**config.mk**
```make
export PLATFORM = sky130hd
export DESIGN_NAME = csr_arbiter
export DESIGN_NICKNAME = d
export VERILOG_FILES = /design/src/rtl/csr_pkg.sv /design/src/rtl/rr_arbiter.sv /design/src/rtl/csr_arbiter.sv
export SDC_FILE = /design/constraint.sdc
export NUM_CORES = 1
export LEC_CHECK = 0
export CAP_MARGIN = 5
export CORE_UTILIZATION = 45
export CTS_BUF_LIST = sky130_fd_sc_hd__clkbuf_8
export DETAILED_ROUTE_END_ITERATION = 7
export GPL_ROUTABILITY_DRIVEN = 0
export PLACE_DENSITY = 0.89
export SKIP_CTS_REPAIR_TIMING = 1
export SYNTH_ARGS = -nofsm -noshare
export SYNTH_HDL_FRONTEND = slang
export SYNTH_SLANG_ARGS = --single-unit
export TNS_END_PERCENT = 100
```
**constraint.sdc**
```tcl
create_clock -name clk -period 4.55 [get_ports clk]
set_clock_uncertainty 0.05 [all_clocks]
set_input_delay 1.1375 -clock clk [delete_from_list [all_inputs] [get_ports clk]]
set_output_delay 1.1375 -clock clk [all_outputs]
set_load 0.01 [all_outputs]
```
**src/rtl/csr_pkg.sv**
```systemverilog
// Shared definitions for the CSR bank arbiter: state encoding and default bus widths.
// Latency: none (package only).
// Backpressure: none (package only).
package csr_pkg;

  localparam int CSR_ADDR_W = 8;
  localparam int CSR_DATA_W = 8;

  typedef enum logic [1:0] {
    IDLE    = 2'd0,
    ACCESS  = 2'd1,
    RECOVER = 2'd2
  } state_t;

  // Index width for an n-entry requester set; never narrower than one bit.
  function automatic int idx_w(input int n);
    return (n > 1) ? $clog2(n) : 1;
  endfunction

endpackage

```
**src/rtl/rr_arbiter.sv**
```systemverilog
// Requester selector: picks the lowest set req index at or after ptr, wrapping.
// Latency: purely combinational.
// Backpressure: none; the caller decides when a grant is taken.
//
// Ports: req (request vector), ptr (search start slot), gnt (one-hot grant),
//        idx (binary index of the granted slot, 0 when nothing is requested).
// Build option CSR_ARB_ROUND_ROBIN_EN: when undefined, ptr is ignored and this
// becomes a plain lowest-index priority encoder.
module rr_arbiter #(
  parameter int N     = 2,
  parameter int IDX_W = 1
) (
  input  logic [N-1:0]     req,
  input  logic [IDX_W-1:0] ptr,
  output logic [N-1:0]     gnt,
  output logic [IDX_W-1:0] idx
);

`ifdef CSR_ARB_ROUND_ROBIN_EN
  always_comb begin
    int   j;
    logic found;
    gnt   = '0;
    idx   = '0;
    found = 1'b0;
    j     = 0;
    // Walk the slots starting at ptr; the first requesting one wins.
    for (int k = 0; k < N; k++) begin
      j = (int'(ptr) + k) % N;
      if (!found && req[j]) begin
        found  = 1'b1;
        gnt[j] = 1'b1;
        idx    = IDX_W'(j);
      end
    end
  end
`else
  logic unused_ptr;
  assign unused_ptr = ^ptr;

  always_comb begin
    logic found;
    gnt   = '0;
    idx   = '0;
    found = 1'b0;
    for (int k = 0; k < N; k++) begin
      if (!found && req[k]) begin
        found  = 1'b1;
        gnt[k] = 1'b1;
        idx    = IDX_W'(k);
      end
    end
  end
`endif

endmodule

```
**src/rtl/csr_arbiter.sv**
```systemverilog
// Shares one CSR bank port between a passive I2C slave and NUM_REQ req/ack requesters.
// Latency: I2C writes pass through in 0 cycles (1 when colliding); requester ack 2 cycles after req.
// Backpressure: I2C never stalls; requesters wait on req_ack, one stolen bus cycle per access.
//
// Ports: clk, rst (async, active-low); I2C side i2c_a/i2c_we/i2c_do in, i2c_di out
//        (shadow register); requester side req/req_a/req_we/req_wdata in,
//        req_ack/req_rdata out; bank side csr_a/csr_we/csr_do out, csr_di in.
// Build option CSR_ARB_ROUND_ROBIN_EN: round-robin grant pointer; undefined gives
// fixed priority (lowest index wins) with no pointer register.
module csr_arbiter
  import csr_pkg::*;
#(
  parameter int NUM_REQ = 2,
  parameter int ADDR_W  = CSR_ADDR_W,
  parameter int DATA_W  = CSR_DATA_W
) (
  input  logic                      clk,
  input  logic                      rst,
  input  logic [ADDR_W-1:0]         i2c_a,
  input  logic                      i2c_we,
  input  logic [DATA_W-1:0]         i2c_do,
  output logic [DATA_W-1:0]         i2c_di,
  input  logic [NUM_REQ-1:0]        req,
  input  logic [NUM_REQ*ADDR_W-1:0] req_a,
  input  logic [NUM_REQ-1:0]        req_we,
  input  logic [NUM_REQ*DATA_W-1:0] req_wdata,
  output logic [NUM_REQ-1:0]        req_ack,
  output logic [DATA_W-1:0]         req_rdata,
  output logic [ADDR_W-1:0]         csr_a,
  output logic                      csr_we,
  output logic [DATA_W-1:0]         csr_do,
  input  logic [DATA_W-1:0]         csr_di
);

  localparam int IDX_W = idx_w(NUM_REQ);

  state_t             state, state_nxt;
  logic [IDX_W-1:0]   win;
  logic [IDX_W-1:0]   ptr;
  logic [IDX_W-1:0]   gnt_idx;
  logic [NUM_REQ-1:0] gnt;
  logic               start;
  logic               pend;
  logic [ADDR_W-1:0]  pend_a;
  logic [DATA_W-1:0]  pend_d;
  logic [ADDR_W-1:0]  win_a;
  logic [DATA_W-1:0]  win_d;

  rr_arbiter #(
    .N     (NUM_REQ),
    .IDX_W (IDX_W)
  ) u_rr_arbiter (
    .req (req),
    .ptr (ptr),
    .gnt (gnt),
    .idx (gnt_idx)
  );

  // An I2C write always owns the IDLE cycle; arbitration simply retries next cycle.
  assign start = (state == IDLE) && !i2c_we && (|gnt);

`ifdef CSR_ARB_ROUND_ROBIN_EN
  always_ff @(posedge clk or negedge rst) begin
    if (!rst) begin
      ptr <= '0;
    end else if (start) begin
      if (int'(gnt_idx) == NUM_REQ - 1) ptr <= '0;
      else                              ptr <= gnt_idx + IDX_W'(1);
    end
  end
`else
  assign ptr = '0;
`endif

  always_comb begin
    win_a = req_a[int'(win)*ADDR_W +: ADDR_W];
    win_d = req_wdata[int'(win)*DATA_W +: DATA_W];
  end

  always_ff @(posedge clk or negedge rst) begin
    if (!rst) state <= IDLE;
    else      state <= state_nxt;
  end

  always_comb begin
    state_nxt = state;
    csr_a     = i2c_a;
    csr_do    = i2c_do;
    csr_we    = i2c_we;
    req_ack   = '0;
    case (state)
      IDLE: begin
        if (start) state_nxt = ACCESS;
      end
      ACCESS: begin
        csr_a     = win_a;
        csr_do    = win_d;
        csr_we    = req_we[win];
        state_nxt = RECOVER;
      end
      RECOVER: begin
        req_ack[win] = 1'b1;
        // Replay the I2C write that lost the bus during ACCESS.
        if (pend) begin
          csr_a  = pend_a;
          csr_do = pend_d;
          csr_we = 1'b1;
        end
        state_nxt = IDLE;
      end
      default: state_nxt = IDLE;
    endcase
  end

  always_ff @(posedge clk or negedge rst) begin
    if (!rst) begin
      win       <= '0;
      pend      <= 1'b0;
      pend_a    <= '0;
      pend_d    <= '0;
      i2c_di    <= '0;
      req_rdata <= '0;
    end else begin
      case (state)
        IDLE: begin
          i2c_di <= csr_di;
          if (start) win <= gnt_idx;
        end
        ACCESS: begin
          // i2c_di holds: the bank is showing the requester's address now.
          req_rdata <= csr_di;
          if (i2c_we) begin
            pend   <= 1'b1;
            pend_a <= i2c_a;
            pend_d <= i2c_do;
          end
        end
        RECOVER: begin
          if (pend) pend   <= 1'b0;
          else      i2c_di <= csr_di;
        end
        default: ;
      endcase
    end
  end

endmodule

```
==> out/metrics.csv, run 1 <==
stage,metric,value,unit
detailed_routing,Routed WL,4.76,mm
timing,final worst path period need,3.85,ns
worst_setup_path,CP peak stage delay,0.55,ns
global_routing,vias in the first global route,1674,
synthesis,"Net Count, Synth",223,
placed_design,IO buf count,97,
layout,final net count,320,
synthesis,"EDFF count, synth",0,
run_status,status,finished clean,
detailed_routing,initial drt markers,75,
synthesis,Area contributors post-synth,"dfrtp_1 (46%), mux2_2 (19%), mux2i_1 (9.2%)",
global_routing,gr usage total,21.5,%
worst_setup_path,critical path type,reg2out,
synthesis,Synth Area in Simple Gates,5.90,%
timing,worst-margin pin slew,0.768,ns
clocking,CTS Root Cell,clkbuf_8,
synthesis,top post-synthesis cells by count,"dfrtp_1 (36), mux2_2 (33), mux2i_1 (18), nor2_1 (18), a221o_1 (11)",
synthesis,mux cell area share after synthesis,29.4,%
clocking,Worst-path clk slew,0.08,ns
synthesis,top cell type's share of synthesized area,46.2,%
timing,total negative slack,0,ns
clocking,Max Root-Sink Buffers,2,
worst_setup_path,Setup crit end kind,primary output,
global_routing,total congestion overflow,0,
synthesis,Compound-Gate Fraction of Synth Area,11.0,%
power,leakage,0.00125,uW
worst_setup_path,"Max stage delay cell, worst path",clkdlybuf4s50_1,
placed_design,pre-CTS setup slack,0.826,ns
synthesis,Synth Instances,155,
timing,fin crit share,84.7,%
worst_hold_path,Hold Crit Class,reg2reg,
timing,relative slew slack,48.8,%
floorplan,CORE AREA,0.00409,mm2
global_routing,first-pass GRT wire length,7.33,mm
synthesis,Post-Synth XOR/XNOR Area,0,%
detailed_routing,Residual DRC,0,
synthesis,Synth cell types,22,
detailed_routing,routed vias/inst,5.32,
detailed_routing,antenna-violating nets left,0,
clocking,TritonCTS clock tree,done,
power,peak supply drop,0.000422,V
synthesis,most frequent cell after synthesis,dfrtp_1,
timing,Max Fclk,260,MHz
timing,setup violators final,0,
clocking,htree depth,2,
layout,share of post-route cells with drive strength above 1,20.6,%
floorplan,Die W,67.9,um
layout,Final Instance Area,0.00301,mm2
placed_design,placed cell area,0.00292,mm2
synthesis,Synth Warn #,0,
worst_setup_path,CP startpoint kind,flop,
worst_setup_path,Worst Path Max Fanout,17,
placed_design,DP HPWL,3.54,mm
floorplan,Starting Density,47.8,%
clocking,clock buffers created by TritonCTS,5,
synthesis,largest family of logic cells by synthesized area,multiplexers,
floorplan,die height,67.9,um
global_routing,initial antenna violation count,0,
detailed_routing,Wirelength per Cell,15.7,um
floorplan,IO Pins,98,
layout,Non-Filler Instances,303,
power,Pwr per Cell Area,651,mW/mm2
detailed_routing,via count,1613,
detailed_routing,number of detailed-route iterations in the first pass,4,
synthesis,Post-Synth Adder-Cell Area,3.21,%
worst_setup_path,crit path cell chain,"inv_1, ha_1, nand2_2, nor2_1, a221o_1, clkdlybuf4s50_1",
synthesis,Avg Inst Size Synth,12.6,um2
synthesis,asr flop ratio synth,100,%
layout,area grow syn2layout,54.2,%
layout,Ant. Diodes,0,
run,Max-cap violations,0,
timing,RSZ-0062 raised after global routing,no,
synthesis,Yosys reg bits,36,
worst_setup_path,CP arrival,2.67,ns
timing,post-layout worst setup margin,0.697,ns
power,total power,1960,uW
synthesis,Synth Flop Type,dfrtp_1,
floorplan,Rows,23,
placed_design,Placed Instances,295,
synthesis,"Seq/Total Area, Yosys",46.2,%
layout,FILL cells,315,
clocking,clock sink count,36,
worst_setup_path,critical path required time,3.36,ns
synthesis,Synth area leader,dfrtp_1,
timing,Final Slew Violations,0,
synthesis,Synth Cell Area,0.00195,mm2
timing,"Hold Vio Cnt, Final",0,
global_routing,largest net degree at the start of global routing,37,
clocking,Worst-Skew Late Latency,0.28,ns
floorplan,die area,0.00460,mm2
## flip-flops by register name, indices dropped and copies added (netlist names)
register and count:
i2c_di 8, pend_a 8, pend_d 8, req_rdata 8
state 2, pend 1, win 1
## layer usage
metal | part of all wire (%) | track usage (%) | wire length, um | vias up
li1 | - | - | - | 763
met1 | 39 | 22.5 | 1840 | 786
met2 | 51 | 39.6 | 2420 | 64
met3 | 10 | 8.83 | 495 | 0
met4 | 0 | 4.95 | 0 | 0
met5 | 0 | 0 | 0 | -
## cell type report
type | instances | area (um2) | area share [%]
clock inverters | 3 | 23.8 | 0.790
inverters | 4 | 15.0 | 0.499
flip-flops and latches | 36 | 901 | 29.9
repair buffers | 98 | 973 | 32.3
multi-input cells | 107 | 966 | 32.1
clock buffers | 5 | 68.8 | 2.29
well taps | 50 | 62.6 | 2.08
## worst max-delay path, delay by kind of cell (launching register included)
| family | cells | cell delay (ns) |
|---|---|---|
| compound gates | 1 | 0.13 |
| fa+ha+maj | 1 | 0.53 |
| buf+inv | 2 | 0.66 |
| flops | 1 | 0.42 |
| simple gates | 2 | 0.63 |
## power breakdown
group          switching, uW  total (uW)  leakage (uW)  internal (uW)
Combinational            454        1140      0.000787            683
Clock                    118         227     0.0000404            108
Sequential               111         595      0.000425            484
## metrics by stage
step / util, % / hold WS [ns]
floorplan: - / 0.431
detailed placement: 71.4 / 0.444
finish: 73.7 / 0.461
global placement: 71.4 / 0.437
CTS: 73.7 / 0.463
global route: 73.7 / 0.476
## path summary, 6_finish.rpt
kind                              startpoint           end  slack (ns)  depth (start not counted)
min in group asynchronous                rst     i2c_di[7]        0.87                          1
worst max register to register      state[1]     pend_d[7]        2.53                          4
worst min-delay path            req_rdata[6]  req_rdata[6]        0.46                          1
max in group asynchronous                rst     pend_a[2]        3.09                          1
worst max-delay path                state[1]      csr_a[6]        0.70                          6
worst min register to register  req_rdata[6]  req_rdata[6]        0.46                          1
## placed cells by master, fill, tap and decap left out
cell / instances
clkdlybuf4s50_1: 96
dfrtp_1: 36
mux2_2: 33
mux2i_1: 18
nor2_1: 18
a221o_1: 11
a221o_2: 5
ha_1: 5
clkbuf_8: 5
inv_1: 4
a21oi_1: 3
nor2b_1: 3
nand2_2: 2
o21ai_0: 2
clkinvlp_4: 2
o21ai_2: 1
and3_1: 1
o22ai_1: 1
and2_1: 1
mux2i_4: 1
nand2_1: 1
o21a_1: 1
clkinv_4: 1
buf_2: 1
buf_4: 1
## logic make-up after synthesis
group / Yosys count
AOI/OAI and AO/OA: 24
adders and majority gates: 5
buffers and inverters: 12
DFF: 36
muxes: 52
and+or+nand+nor: 26
Power figures use the tool's default switching activity.
==> inputs of run 2 (changes only) <==
CORE_UTILIZATION = 41   (was 45)
PLACE_DENSITY = 0.82   (was 0.89)
clock period = 3.77 ns   (was 4.55 ns; I/O delays follow)
==> run 2 against run 1 <==
The flow now finishes with violations (design-rule violations). Worst hold slack got worse by 0.0021 ns. Critical path depth unchanged. Routed wire length decreased by 0.59%. Register-to-register slack got worse by 0.56 ns. Core utilization decreased by 6.2 points. Via count decreased by 0.62%. Critical path type unchanged. Critical endpoint is now csr_do[0]. Largest cell class unchanged. Highest routed layer is now met4.
==> out/metrics.csv, run 2 (synthesized netlist as in run 1, its figures left out) <==
stage,metric,value,unit
timing,Final Slew Violations,0,
floorplan,die area,0.00504,mm2
worst_setup_path,crit path cell chain,"inv_1, ha_1, inv_1, o21ai_2, a221o_1, clkdlybuf4s50_1",
placed_design,IO buf count,97,
global_routing,first-pass GRT wire length,7.66,mm
floorplan,Rows,24,
timing,"Hold Vio Cnt, Final",0,
clocking,Worst-path clk slew,0.08,ns
detailed_routing,number of detailed-route iterations in the first pass,6,
clocking,clock buffers created by TritonCTS,5,
global_routing,vias in the first global route,1699,
floorplan,CORE AREA,0.00447,mm2
timing,total negative slack,0,ns
global_routing,total congestion overflow,0,
placed_design,DP HPWL,3.48,mm
detailed_routing,antenna-violating nets left,0,
worst_setup_path,CP startpoint kind,flop,
worst_setup_path,CP arrival,2.53,ns
clocking,clock sink count,36,
clocking,Worst-Skew Late Latency,0.28,ns
worst_setup_path,FF-to-FF Start,state[1],
power,leakage,0.00126,uW
worst_setup_path,FF-to-FF setup slack,1.97,ns
worst_hold_path,Hold Crit Class,reg2reg,
layout,"commonest non-fill, non-tap cell in the layout",clkdlybuf4s50_1,
floorplan,Die W,71.0,um
run,Max-cap violations,0,
floorplan,die height,71.0,um
timing,fin crit share,93.3,%
worst_setup_path,Worst Path Max Fanout,16,
worst_setup_path,critical path required time,2.78,ns
timing,relative slew slack,47.3,%
floorplan,Starting Density,43.6,%
worst_hold_path,hold_sp,pend_a[0],
clocking,CTS Root Cell,clkbuf_8,
worst_setup_path,Setup crit end kind,primary output,
worst_setup_path,"Max stage delay cell, worst path",clkdlybuf4s50_1,
worst_setup_path,Worst Setup SP,state[0],
clocking,Max Root-Sink Buffers,2,
run_status,failing checks,design-rule violations,
timing,final worst path period need,3.52,ns
global_routing,gr usage total,19.6,%
layout,most frequent cells in the layout,"clkdlybuf4s50_1 (96), dfrtp_1 (36), mux2_2 (33)",
layout,Ant. Diodes,0,
detailed_routing,Residual DRC,6,
detailed_routing,initial drt markers,51,
timing,RSZ-0062 raised after global routing,no,
detailed_routing,Routed WL,4.73,mm
timing,worst-margin pin slew,0.790,ns
power,peak supply drop,0.000430,V
detailed_routing,routed vias/inst,5.24,
detailed_routing,Wirelength per Cell,15.5,um
layout,area grow syn2layout,54.6,%
timing,setup violators final,0,
timing,Max Fclk,284,MHz
layout,final net count,321,
global_routing,largest net degree at the start of global routing,37,
floorplan,IO Pins,98,
worst_setup_path,Most common cell on crit path,inv_1,
detailed_routing,via count,1603,
power,Pwr per Cell Area,783,mW/mm2
global_routing,initial antenna violation count,0,
run_status,status,finished with violations,
worst_setup_path,critical path type,reg2out,
clocking,TritonCTS clock tree,done,
timing,final hold slack,0.459,ns
clocking,htree depth,2,
layout,share of post-route cells with drive strength above 1,20.9,%
worst_setup_path,CP peak stage delay,0.59,ns
## run 2: cell count changes in the layout (fill, tap and decap cells not counted), sizes merged
cell      previous run  this run
buf                  2         3
clkinvlp             2         1
inv                  4         5
## run 2: critical path: cells and delay by family (launching register included)
kind | cells | cell delay [ns]
AOI/OAI and AO/OA | 2 | 0.86
buffers and inverters | 3 | 0.77
DFF | 1 | 0.42
adders and majority gates | 1 | 0.20
## run 2: area by class of cell
cell class / count / area, um2
flip-flops and latches: 36 / 901
clock buffers: 5 / 68.8
well taps: 52 / 65.1
inverters: 4 / 15.0
clock inverters: 3 / 20.0
multi-input cells: 107 / 967
repair buffers: 99 / 981
fillers: 335 / 1460
## run 2: final timing paths
kind | end | cells after the start
min in group asynchronous | i2c_di[0] | 1
max in group asynchronous | pend_d[1] | 1
min | pend_a[0] | 1
max | csr_do[0] | 6
min reg2reg | pend_a[0] | 1
max reg2reg | pend_d[1] | 5
## run 2: metal layers
metal	GRT usage, %	vias to the layer above	wire [um]	share of wire (%)
met2	36.5	65	2300	49
met4	4.22	0	38	0.80
li1	-	774	-	-
met1	21.4	759	1970	42
met3	6.70	5	427	9.0
met5	0	-	0	0
## run 2: metrics by stage
stage / cells / area [um2] / util, % / total power, uW / setup WS, ns
2_1_floorplan: 155 / 1950 / - / 1510 / 1.23
3_3_place_gp: 298 / 2930 / 65.4 / 2090 / 0.422
3_5_place_dp: 298 / 2930 / 65.4 / 2110 / 0.428
4_1_cts: 306 / 3020 / 67.4 / 2390 / 0.119
5_1_grt: 306 / 3020 / 67.4 / 2510 / 0.107
6_report: 306 / 3020 / 67.4 / 2360 / 0.252
## run 2: where the power goes
part	internal (uW)	leakage, uW	total, uW	switching [uW]
combinational	830	0.000792	1380	553
clock	129	0.0000455	266	137
sequential	584	0.000425	715	131
==> inputs of run 3 (changes only) <==
ABC_AREA = 1   (was default)
CORE_UTILIZATION = 44   (was 41)
GPL_TIMING_DRIVEN = 0   (was default)
PLACE_DENSITY = 0.83   (was 0.82)
==> run 3 against run 2 <==
The run now ends clean. Register-to-register slack better by 0.20 ns. Critical path depth is 2 higher. Area after synthesis up 16%. Routed wire length increased by 32%. Largest cell class unchanged. Largest power group unchanged.
==> out/metrics.csv, run 3 <==
stage,metric,value,unit
synthesis,Synth area leader,dfrtp_1,
global_routing,total congestion overflow,0,
worst_setup_path,CP arrival,2.33,ns
worst_setup_path,R2R cell count,6,
detailed_routing,Routed WL,6.24,mm
synthesis,top cell type's share of synthesized area,40.0,%
clocking,Max Root-Sink Buffers,2,
placed_design,DP HPWL,4.62,mm
power,leakage,0.00182,uW
synthesis,Synth Warn #,0,
worst_setup_path,Setup crit end kind,primary output,
synthesis,top post-synthesis cells by count,"nand2_1 (164), inv_1 (43), dfrtp_1 (36)",
floorplan,Rows,25,
detailed_routing,Wirelength per Cell,12.1,um
global_routing,met2 Track Usage GR,42.2,%
synthesis,Area contributors post-synth,"dfrtp_1 (40%), nand2_1 (27%), nand3_1 (7.5%)",
worst_setup_path,worst reg2reg path endpoint,pend_d[7],
power,peak supply drop,0.000542,V
worst_setup_path,"Max stage delay cell, worst path",clkdlybuf4s50_1,
timing,"Hold Vio Cnt, Final",0,
layout,FILL cells,431,
run,Max-cap violations,0,
worst_setup_path,Worst Setup SP,req_wdata[8],
clocking,CTS Root Cell,clkbuf_8,
worst_setup_path,Worst Path Max Fanout,1,
worst_setup_path,critical path type,in2out,
synthesis,Synth Cell Area,0.00225,mm2
layout,share of post-route cells with drive strength above 1,8.28,%
worst_setup_path,CP startpoint kind,input port,
global_routing,first-pass GRT wire length,10.1,mm
worst_setup_path,FF-to-FF setup slack,2.17,ns
layout,Ant. Diodes,0,
detailed_routing,routed vias/inst,4.72,
synthesis,Synth cell types,19,
timing,setup violators final,0,
run_status,status,finished clean,
layout,Sequential Area,901,um2
clocking,clock sink count,36,
timing,fin crit share,88.1,%
timing,final worst path period need,3.32,ns
clocking,TritonCTS clock tree,done,
timing,final hold slack,0.426,ns
timing,RSZ-0062 raised after global routing,no,
timing,Final Slew Violations,0,
synthesis,Synth Flop Type,dfrtp_1,
synthesis,Yosys reg bits,36,
synthesis,"EDFF count, synth",0,
layout,area grow syn2layout,50.9,%
worst_setup_path,crit path cell chain,"clkdlybuf4s50_1, inv_1, nand2_1, nand3_1, nand2_1, nand2_1, nand2_1, clkdlybuf4s50_1",
worst_setup_path,FF-to-FF Start,state[1],
global_routing,gr usage total,24.3,%
global_routing,vias in the first global route,2342,
placed_design,IO buf count,96,
floorplan,die area,0.00541,mm2
timing,relative slew slack,47.1,%
floorplan,die height,73.6,um
floorplan,CORE AREA,0.00482,mm2
timing,Max Fclk,301,MHz
global_routing,M3 GR Usage,7.82,%
worst_setup_path,Most common cell on crit path,nand2_1,
timing,total negative slack,0,ns
detailed_routing,number of detailed-route iterations in the first pass,5,
layout,"commonest non-fill, non-tap cell in the layout",nand2_1,
detailed_routing,antenna-violating nets left,0,
worst_setup_path,critical path required time,2.78,ns
synthesis,most frequent cell after synthesis,nand2_1,
global_routing,met1 GRT Util,28.3,%
layout,multi-input logic area,0.00106,mm2
global_routing,largest net degree at the start of global routing,37,
detailed_routing,via count,2426,
clocking,htree depth,2,
global_routing,GRT busiest layer,met2,
global_routing,initial antenna violation count,0,
synthesis,asr flop ratio synth,100,%
floorplan,Die W,73.6,um
synthesis,"Seq/Total Area, Yosys",40.0,%
synthesis,"Net Count, Synth",411,
clocking,Worst-Skew Late Latency,0.28,ns
worst_setup_path,CP peak stage delay,0.54,ns
detailed_routing,initial drt markers,121,
floorplan,Starting Density,46.8,%
worst_hold_path,Hold Crit Class,reg2reg,
worst_setup_path,crit path to,csr_do[0],
floorplan,IO Pins,98,
layout,final net count,514,
timing,worst-margin pin slew,0.794,ns
layout,most frequent cells in the layout,"nand2_1 (164), clkdlybuf4s50_1 (95), inv_1 (44)",
detailed_routing,Residual DRC,0,
synthesis,Synth Instances,343,
clocking,clock buffers created by TritonCTS,5,
power,Pwr per Cell Area,779,mW/mm2
synthesis,Avg Inst Size Synth,6.57,um2
clocking,Worst-path clk slew,0.07,ns
==> run 3: cell count changes after synthesis, moves of 9 or more <==
| cell | change |
|---|---|
| mux2_2 | -33 |
| inv_1 | +39 |
| o21ai_1 | +9 |
| mux2i_1 | -18 |
| a221o_1 | -11 |
| nand3_1 | +34 |
| nand2_1 | +163 |
==> run 3: power by group <==
| part | switching, uW | internal, uW |
|---|---|---|
| Clock | 130 | 193 |
| Sequential | 103 | 571 |
| Combinational | 887 | 764 |
| Total | 1120 | 1530 |
==> run 3: worst max-delay path, delay by kind of cell <==
kind	cells	cell delay [ns]
buffers and inverters	3	1.04
and+or+nand+nor	5	0.34
==> run 3: stage by stage <==
step	setup slack, ns	total power (uW)	utilization, %	area, um2	instances
3_3_place_gp	0.453	2290	68.5	3300	506
6_report	0.450	2650	70.6	3400	514
3_5_place_dp	0.458	2330	68.4	3290	506
4_1_cts	0.450	2670	70.6	3400	514
2_1_floorplan	1.32	1590	-	2250	343
5_1_grt	0.334	2870	70.6	3400	514
==> run 3: how the worst min path moves through the flow <==
stage,endpoint,slack [ns],depth (start not counted),from
floorplan,pend_a[0],0.39,2,pend_a[0]
global placement,pend_d[0],0.40,2,pend_d[0]
detailed placement,pend_a[7],0.41,2,pend_a[7]
CTS,pend_a[7],0.43,2,pend_a[7]
global route,pend_d[3],0.45,2,pend_d[3]
finish,pend_a[7],0.43,2,pend_a[7]
==> run 3: final cells by class <==
| class | instances | area share, % |
|---|---|---|
| well taps | 67 | 2.46 |
| repair buffers | 96 | 28.1 |
| multi-input cells | 240 | 31.0 |
| clock inverters | 3 | 1.14 |
| inverters | 50 | 5.55 |
| flip-flops and latches | 36 | 26.5 |
| plain buffers | 17 | 3.20 |
| clock buffers | 5 | 2.02 |
==> run 3: layer usage <==
| layer | wire [um] | vias to the layer above |
|---|---|---|
| li1 | - | 1240 |
| met1 | 2550 | 1074 |
| met2 | 3030 | 108 |
| met3 | 617 | 4 |
| met4 | 34 | 0 |
| met5 | 0 | - |
==> run 3: logic make-up after synthesis <==
logic type               after synthesis  synth area share, %
AO/OA/AOI/OAI                         23                 6.55
adder cells (fa/ha/maj)                5                 2.77
buffers and inverters                 67                 13.2
flip-flops                            36                 40.0
AND/OR/NAND/NOR                      212                 37.5
